--- src/rtl/pulse_seq_pkg.sv ---
// Shared state encoding and default timing constants for the pulse sequence arbiter.
package pulse_seq_pkg;

    typedef enum logic [1:0] {
        IDLE = 2'd0,
        ARM  = 2'd1,
        FIRE = 2'd2,
        DONE = 2'd3
    } state_e;

    localparam int unsigned ARM_CYCLES_DEF = 2;
    localparam int unsigned WDOG_LIMIT_DEF = 15;

endpackage

--- src/rtl/pulse_seq_arbiter_rr_pick.sv ---
// Combinational round-robin pick: first set req bit at or after ptr_i, wrapping.
module rr_pick #(
    parameter int unsigned NREQ  = 4,
    parameter int unsigned IDX_W = $clog2(NREQ)
) (
    input  logic [NREQ-1:0]  req_i,
    input  logic [IDX_W-1:0] ptr_i,
    output logic [NREQ-1:0]  pick_oh_c,
    output logic [IDX_W-1:0] pick_idx_c,
    output logic             pick_vld_c
);

    logic [IDX_W-1:0] pos;

    always_comb begin
        pick_oh_c  = '0;
        pick_idx_c = '0;
        pick_vld_c = 1'b0;
        pos        = '0;
        for (int unsigned k = 0; k < NREQ; k++) begin
            pos = IDX_W'((32'(ptr_i) + k) % NREQ);
            if (!pick_vld_c && req_i[pos]) begin
                pick_vld_c     = 1'b1;
                pick_idx_c     = pos;
                pick_oh_c[pos] = 1'b1;
            end
        end
    end

endmodule

--- src/rtl/pulse_seq_arbiter.sv ---
// Round-robin arbiter running an IDLE->ARM->FIRE->DONE pulse sequence per grant.
// Optional watchdog abort with sticky err is enabled by defining WATCHDOG_EN.
module pulse_seq_arbiter
    import pulse_seq_pkg::*;
#(
    parameter int unsigned NREQ       = 4,
    parameter int unsigned ARM_CYCLES = ARM_CYCLES_DEF,
    parameter int unsigned WDOG_LIMIT = WDOG_LIMIT_DEF
) (
    input  logic            clk,
    input  logic            rst,
    input  logic [NREQ-1:0] req,
    input  logic            hold,
    input  logic            err_clr,
    output logic [NREQ-1:0] gnt,
    output logic [NREQ-1:0] done,
    output logic [1:0]      state,
    output logic            out,
    output logic            busy,
    output logic            err
);

    localparam int unsigned IDX_W = $clog2(NREQ);
    localparam int unsigned ARM_W = $clog2(ARM_CYCLES + 1);

    if (WDOG_LIMIT <= ARM_CYCLES) begin : g_cfg_chk
        $error("pulse_seq_arbiter: WDOG_LIMIT must exceed ARM_CYCLES");
    end

    state_e           state_q, state_d;
    logic [ARM_W-1:0] arm_cnt_q, arm_cnt_d;
    logic [IDX_W-1:0] ptr_q, ptr_d;
    logic [IDX_W-1:0] gidx_q, gidx_d;
    logic [IDX_W-1:0] gidx_next_c;
    logic [NREQ-1:0]  gnt_q, gnt_d;
    logic [NREQ-1:0]  done_q, done_d;
    logic             out_q, out_d;
    logic             busy_q, busy_d;
    logic             wdog_trip_c;

    logic [NREQ-1:0]  pick_oh_c;
    logic [IDX_W-1:0] pick_idx_c;
    logic             pick_vld_c;

    rr_pick #(
        .NREQ  (NREQ),
        .IDX_W (IDX_W)
    ) u_rr_pick (
        .req_i      (req),
        .ptr_i      (ptr_q),
        .pick_oh_c  (pick_oh_c),
        .pick_idx_c (pick_idx_c),
        .pick_vld_c (pick_vld_c)
    );

    assign gidx_next_c = (gidx_q == IDX_W'(NREQ - 1)) ? '0 : gidx_q + IDX_W'(1);

    // State, counters and registered outputs
    always_ff @(posedge clk) begin
        if (rst) begin
            state_q   <= IDLE;
            arm_cnt_q <= '0;
            ptr_q     <= '0;
            gidx_q    <= '0;
            gnt_q     <= '0;
            done_q    <= '0;
            out_q     <= 1'b0;
            busy_q    <= 1'b0;
        end else begin
            state_q   <= state_d;
            arm_cnt_q <= arm_cnt_d;
            ptr_q     <= ptr_d;
            gidx_q    <= gidx_d;
            gnt_q     <= gnt_d;
            done_q    <= done_d;
            out_q     <= out_d;
            busy_q    <= busy_d;
        end
    end

    // Next-state, arm counter and round-robin pointer
    always_comb begin
        state_d   = state_q;
        arm_cnt_d = arm_cnt_q;
        ptr_d     = ptr_q;
        unique case (state_q)
            IDLE: begin
                arm_cnt_d = '0;
                if (pick_vld_c) begin
                    state_d = ARM;
                end
            end
            ARM: begin
                if (!hold) begin
                    arm_cnt_d = arm_cnt_q + ARM_W'(1);
                    if (arm_cnt_d == ARM_W'(ARM_CYCLES)) begin
                        state_d = FIRE;
                    end
                end
            end
            FIRE: begin
                state_d = DONE;
                ptr_d   = gidx_next_c;
            end
            DONE: begin
                state_d = IDLE;
            end
        endcase
        // A watchdog abort overrides any normal transition
        if (wdog_trip_c) begin
            state_d = IDLE;
            ptr_d   = gidx_next_c;
        end
    end

    // Next values of the registered outputs
    always_comb begin
        gnt_d  = gnt_q;
        gidx_d = gidx_q;
        done_d = '0;
        if (state_q == IDLE && state_d == ARM) begin
            gnt_d  = pick_oh_c;
            gidx_d = pick_idx_c;
        end
        if (state_d == IDLE) begin
            gnt_d = '0;
        end
        if (state_q == FIRE && state_d == DONE) begin
            done_d = gnt_q;
        end
        out_d  = (state_d == FIRE);
        busy_d = (state_d != IDLE);
    end

`ifdef WATCHDOG_EN
    localparam int unsigned WD_W = $clog2(WDOG_LIMIT + 1);

    logic [WD_W-1:0] wdog_q, wdog_d;
    logic            err_q, err_d;

    // wdog_q counts cycles already spent in the current non-IDLE state
    assign wdog_trip_c = (state_q != IDLE) && (wdog_q == WD_W'(WDOG_LIMIT - 1));

    always_comb begin
        wdog_d = '0;
        if (state_q != IDLE && state_d == state_q) begin
            wdog_d = wdog_q + WD_W'(1);
        end
        err_d = err_q;
        if (wdog_trip_c) begin
            err_d = 1'b1;
        end else if (err_clr) begin
            err_d = 1'b0;
        end
    end

    always_ff @(posedge clk) begin
        if (rst) begin
            wdog_q <= '0;
            err_q  <= 1'b0;
        end else begin
            wdog_q <= wdog_d;
            err_q  <= err_d;
        end
    end

    assign err = err_q;
`else
    logic unused_err_clr;

    assign wdog_trip_c    = 1'b0;
    assign err            = 1'b0;
    assign unused_err_clr = err_clr;
`endif

    assign gnt   = gnt_q;
    assign done  = done_q;
    assign state = state_q;
    assign out   = out_q;
    assign busy  = busy_q;

endmodule

--- config.mk ---
export PLATFORM = sky130hd
export DESIGN_NAME = pulse_seq_arbiter
export DESIGN_NICKNAME = d
export VERILOG_FILES = /design/src/rtl/pulse_seq_pkg.sv /design/src/rtl/pulse_seq_arbiter_rr_pick.sv /design/src/rtl/pulse_seq_arbiter.sv
export SDC_FILE = /design/constraint.sdc
export NUM_CORES = 1
export LEC_CHECK = 0
export CORE_ASPECT_RATIO = 1.4
export CORE_UTILIZATION = 40
export DETAILED_ROUTE_END_ITERATION = 12
export PLACE_DENSITY = 0.63
export SYNTH_ARGS = -nofsm -noshare
export SYNTH_HDL_FRONTEND = slang
export SYNTH_SLANG_ARGS = --single-unit
--- constraint.sdc ---
create_clock -name clk -period 3.44 [get_ports clk]
set_input_delay 0.688 -clock clk [delete_from_list [all_inputs] [get_ports clk]]
set_output_delay 0.688 -clock clk [all_outputs]
set_load 0.01 [all_outputs]
==> metrics.txt <==
# TYPE chip_impl_metric gauge
chip_impl_info{name="status",value="finished clean"} 1
chip_impl_info{name="tritoncts",value="built"} 1
chip_impl_metric{name="p_leak",unit="uW"} 0.0005809
chip_impl_metric{name="drt_first_iter_violations",unit=""} 11
chip_impl_info{name="synthTopCellsByArea",value="dfxtp_1 29%, mux4_2 7.1%, ha_1 6.9%, a221oi_2 5.9%, nor2_1 4.5%"} 1
chip_impl_metric{name="io_buffer_count",unit=""} 18
chip_impl_metric{name="timing.clock.skew",unit="ns"} 0.006095
chip_impl_metric{name="syn_to_final_growth",unit="%"} 17.64
chip_impl_metric{name="grt_util_all_layers",unit="%"} 15.57
chip_impl_metric{name="number_of_antenna_violations_at_the_first_check_in_global_routing",unit=""} 0
chip_impl_metric{name="maximum_number_of_pins_on_one_net_before_global_route_repair",unit=""} 20
chip_impl_info{name="synth_top_flop_cell",value="dfxtp_1"} 1
chip_impl_metric{name="drc",unit=""} 0
chip_impl_metric{name="numCtsBuffers",unit=""} 3
chip_impl_metric{name="clk_pin_slew",unit="ns"} 0.07
chip_impl_metric{name="clock-sinks",unit=""} 18
chip_impl_metric{name="timing_worst_slew_pin_value",unit="ns"} 0.5455
chip_impl_metric{name="number_of_setup_buffers_added_after_cts",unit=""} 0
chip_impl_metric{name="finalHoldViolCount",unit=""} 0
chip_impl_info{name="setup.worst_path.class",value="primary input to register"} 1
chip_impl_metric{name="fin_nets",unit=""} 164
chip_impl_info{name="critical_path.startpoint_type",value="primary input"} 1
chip_impl_info{name="worst_min_delay_path_class",value="register to register"} 1
chip_impl_metric{name="die_y",unit="um"} 68.47
chip_impl_metric{name="clock_tree.buffer_depth",unit=""} 2
chip_impl_metric{name="finalMaxSlewViolations",unit=""} 0
chip_impl_metric{name="slew-limit-headroom",unit="%"} 63.64
chip_impl_metric{name="power.density_cell_area",unit="nW/um^2"} 339.2
chip_impl_metric{name="max_clock_freq",unit="MHz"} 389.4
chip_impl_metric{name="fin_crit",unit="ns"} 2.568
chip_impl_metric{name="detailed_place.area",unit="um^2"} 1430
chip_impl_metric{name="drive_above_1_share",unit="%"} 14.86
chip_impl_metric{name="path_max_fanout",unit=""} 10
chip_impl_metric{name="syn_area_per_cell",unit="um^2"} 9.352
chip_impl_metric{name="number_of_global_route_vias_before_repair",unit=""} 944
chip_impl_metric{name="required",unit="ns"} 3.57
chip_impl_metric{name="multi_input_area",unit="um^2"} 802.0
chip_impl_metric{name="ioPinCount",unit=""} 21
chip_impl_metric{name="synthDominantCellAreaShare",unit="%"} 28.54
chip_impl_metric{name="die_w",unit="um"} 49.48
chip_impl_metric{name="drtPass1Iterations",unit=""} 4
chip_impl_info{name="netlist.top_cell.by_area",value="dfxtp_1"} 1
chip_impl_metric{name="antenna_left",unit=""} 0
chip_impl_metric{name="netlist_area",unit="um^2"} 1262
chip_impl_metric{name="num-fill-cells",unit=""} 287
chip_impl_info{name="synth_common_cells",value="18 x dfxtp_1, 15 x nor2_1, 7 x ha_1, 7 x inv_1, 7 x nand2b_1"} 1
chip_impl_metric{name="post_synth_edffs",unit=""} 0
chip_impl_metric{name="detail_route.wl_per_cell",unit="um"} 12.71
chip_impl_metric{name="routabilityCongestion",unit=""} 0.7364
chip_impl_metric{name="postSynthRegisterBits",unit=""} 18
chip_impl_metric{name="postCtsHoldBufs",unit=""} 0
chip_impl_info{name="endpoint_kind",value="register"} 1
chip_impl_metric{name="detailedPlacementHpwl",unit="um"} 1898
chip_impl_metric{name="final_area",unit="um^2"} 1485
chip_impl_metric{name="postRouteWirelength",unit="um"} 2351
chip_impl_metric{name="timing.max_cap.violations",unit=""} 0
chip_impl_metric{name="tns",unit="ns"} 0
chip_impl_metric{name="diodes",unit=""} 0
chip_impl_metric{name="cts.repair.resized",unit=""} 0
chip_impl_metric{name="cts.htree.levels",unit=""} 1
chip_impl_info{name="synthMostInstantiatedCell",value="dfxtp_1"} 1
chip_impl_metric{name="clock_latency",unit="ns"} 0.25
chip_impl_info{name="root_buffer",value="clkbuf_8"} 1
chip_impl_metric{name="initial_core_util",unit="%"} 43.01
chip_impl_metric{name="asyncSetResetFlopFracSynth",unit="%"} 0
chip_impl_metric{name="die-area",unit="um^2"} 3388
chip_impl_metric{name="final-setup-viol-count",unit=""} 0
chip_impl_metric{name="dr_total_vias",unit=""} 1036
chip_impl_metric{name="grt-ovfl-total",unit=""} 0
chip_impl_info{name="rsz0062_at_grt",value="false"} 1
chip_impl_metric{name="grt_pass1_wl",unit="um"} 4084
chip_impl_metric{name="std_cell_rows",unit=""} 23
chip_impl_metric{name="mappedNetlistNets",unit=""} 150
chip_impl_metric{name="vdd_drop_max",unit="mV"} 0.1665
chip_impl_metric{name="number_of_cells_on_the_worst_hold_path",unit=""} 1
chip_impl_metric{name="post_synth_num_cell_types",unit=""} 43
chip_impl_metric{name="min_period_over_period",unit="%"} 74.65
chip_impl_metric{name="share_of_synthesized_area_occupied_by_flip_flops_and_latches",unit="%"} 28.54
chip_impl_metric{name="core-area",unit="um^2"} 2935
chip_impl_metric{name="route.detailed.vias_per_inst",unit=""} 5.600
chip_impl_metric{name="area.sequential",unit="um^2"} 360.3
chip_impl_metric{name="critical_path_arrival",unit="ns"} 2.70
chip_impl_metric{name="synth_warnings",unit=""} 0
chip_impl_metric{name="ff2ff_path_depth",unit=""} 7
chip_impl_metric{name="synthesis.instances",unit=""} 135
[area by class of cell]
type                       instances  share of cell area [%]
clock buffer                       4                   3.707
timing repair buffer              20                   13.14
sequential                        18                   24.26
inverter                           7                   1.769
tap                               37                   3.117
multi-input combinational         99                   54.00
[worst max-delay path, stage by stage]
cell	delay [ns]
clkdlybuf4s50_1	0.56
mux2_1	0.37
o32ai_1	0.40
or2_1	0.36
a221oi_2	0.14
nor3b_2	0.18
[per-layer routing]
layer  vias to the layer above  wire, um  global-route usage, %
met3                         4        74                  2.222
li1                        515         -                      -
met1                       492       959                  16.51
met4                         0        36                  6.786
met5                         -         0                      0
met2                        25      1281                  30.48
[sequential cells by signal, summed over array words and instances, names as in the netlist]
signal / cells
ptr_q: 2
done: 4
state: 2
out: 1
busy: 1
gidx_q: 2
arm_cnt_q: 2
gnt: 4
[report_power, final]
part,total [uW],internal (uW),switching [uW]
sequential,229,220,9.34
clock,166,101,64.5
combinational,109,54.5,54.3
total,504,376,128
[placed cells by master (no fill, tap or decap), types with 2 or more instances in the layout]
cell | synthesis | routed
nor2_1 | 15 | 15
buf_4 | 2 | 2
o21ai_0 | 3 | 3
nand2b_1 | 7 | 7
clkbuf_8 | 0 | 4
a221oi_1 | 2 | 2
or2b_1 | 4 | 4
a311oi_1 | 2 | 2
nor3b_2 | 4 | 4
inv_1 | 7 | 7
or3_1 | 2 | 2
mux4_2 | 4 | 4
a21oi_1 | 6 | 6
a221oi_2 | 5 | 5
a211oi_1 | 2 | 2
a21o_1 | 2 | 2
a221o_1 | 4 | 4
and2_1 | 4 | 4
dfxtp_1 | 18 | 18
clkdlybuf4s50_1 | 0 | 18
nand2_1 | 4 | 4
ha_1 | 7 | 7
nor3_1 | 4 | 4
[final timing paths]
path | slack, ns | endpoint | from
worst max-delay path | 0.87 | gnt[1] | req[2]
worst min-delay path | 0.49 | done[2] | gnt[2]
worst max register to register | 0.97 | gnt[1] | ptr_q[0]
worst min register to register | 0.49 | done[2] | gnt[2]
[per-stage QoR]
step | hold slack [ns] | util [%] | total power (uW) | setup WS (ns) | cells
3_3_place_gp | 0.4754 | 48.72 | 340.4 | 0.6809 | 181
6_report | 0.4913 | 50.60 | 503.8 | 0.8720 | 185
2_1_floorplan | 0.4565 | - | 309.0 | 0.7902 | 135
5_1_grt | 0.5154 | 50.60 | 532.6 | 0.7500 | 185
4_1_cts | 0.5005 | 50.60 | 507.6 | 0.8976 | 185
3_5_place_dp | 0.4871 | 48.72 | 343.9 | 0.6485 | 181
[cell families after synthesis]
family | count (synthesis) | synth area share [%]
AO/OA/AOI/OAI | 32 | 22.00
adder cells (fa/ha/maj) | 7 | 6.937
multiplexers | 6 | 8.821
buffers and inverters | 18 | 7.927
AND/OR/NAND/NOR | 53 | 25.47
other | 1 | 0.2970
flip-flops | 18 | 28.54
No activity file was read; power rests on OpenSTA's default activity.
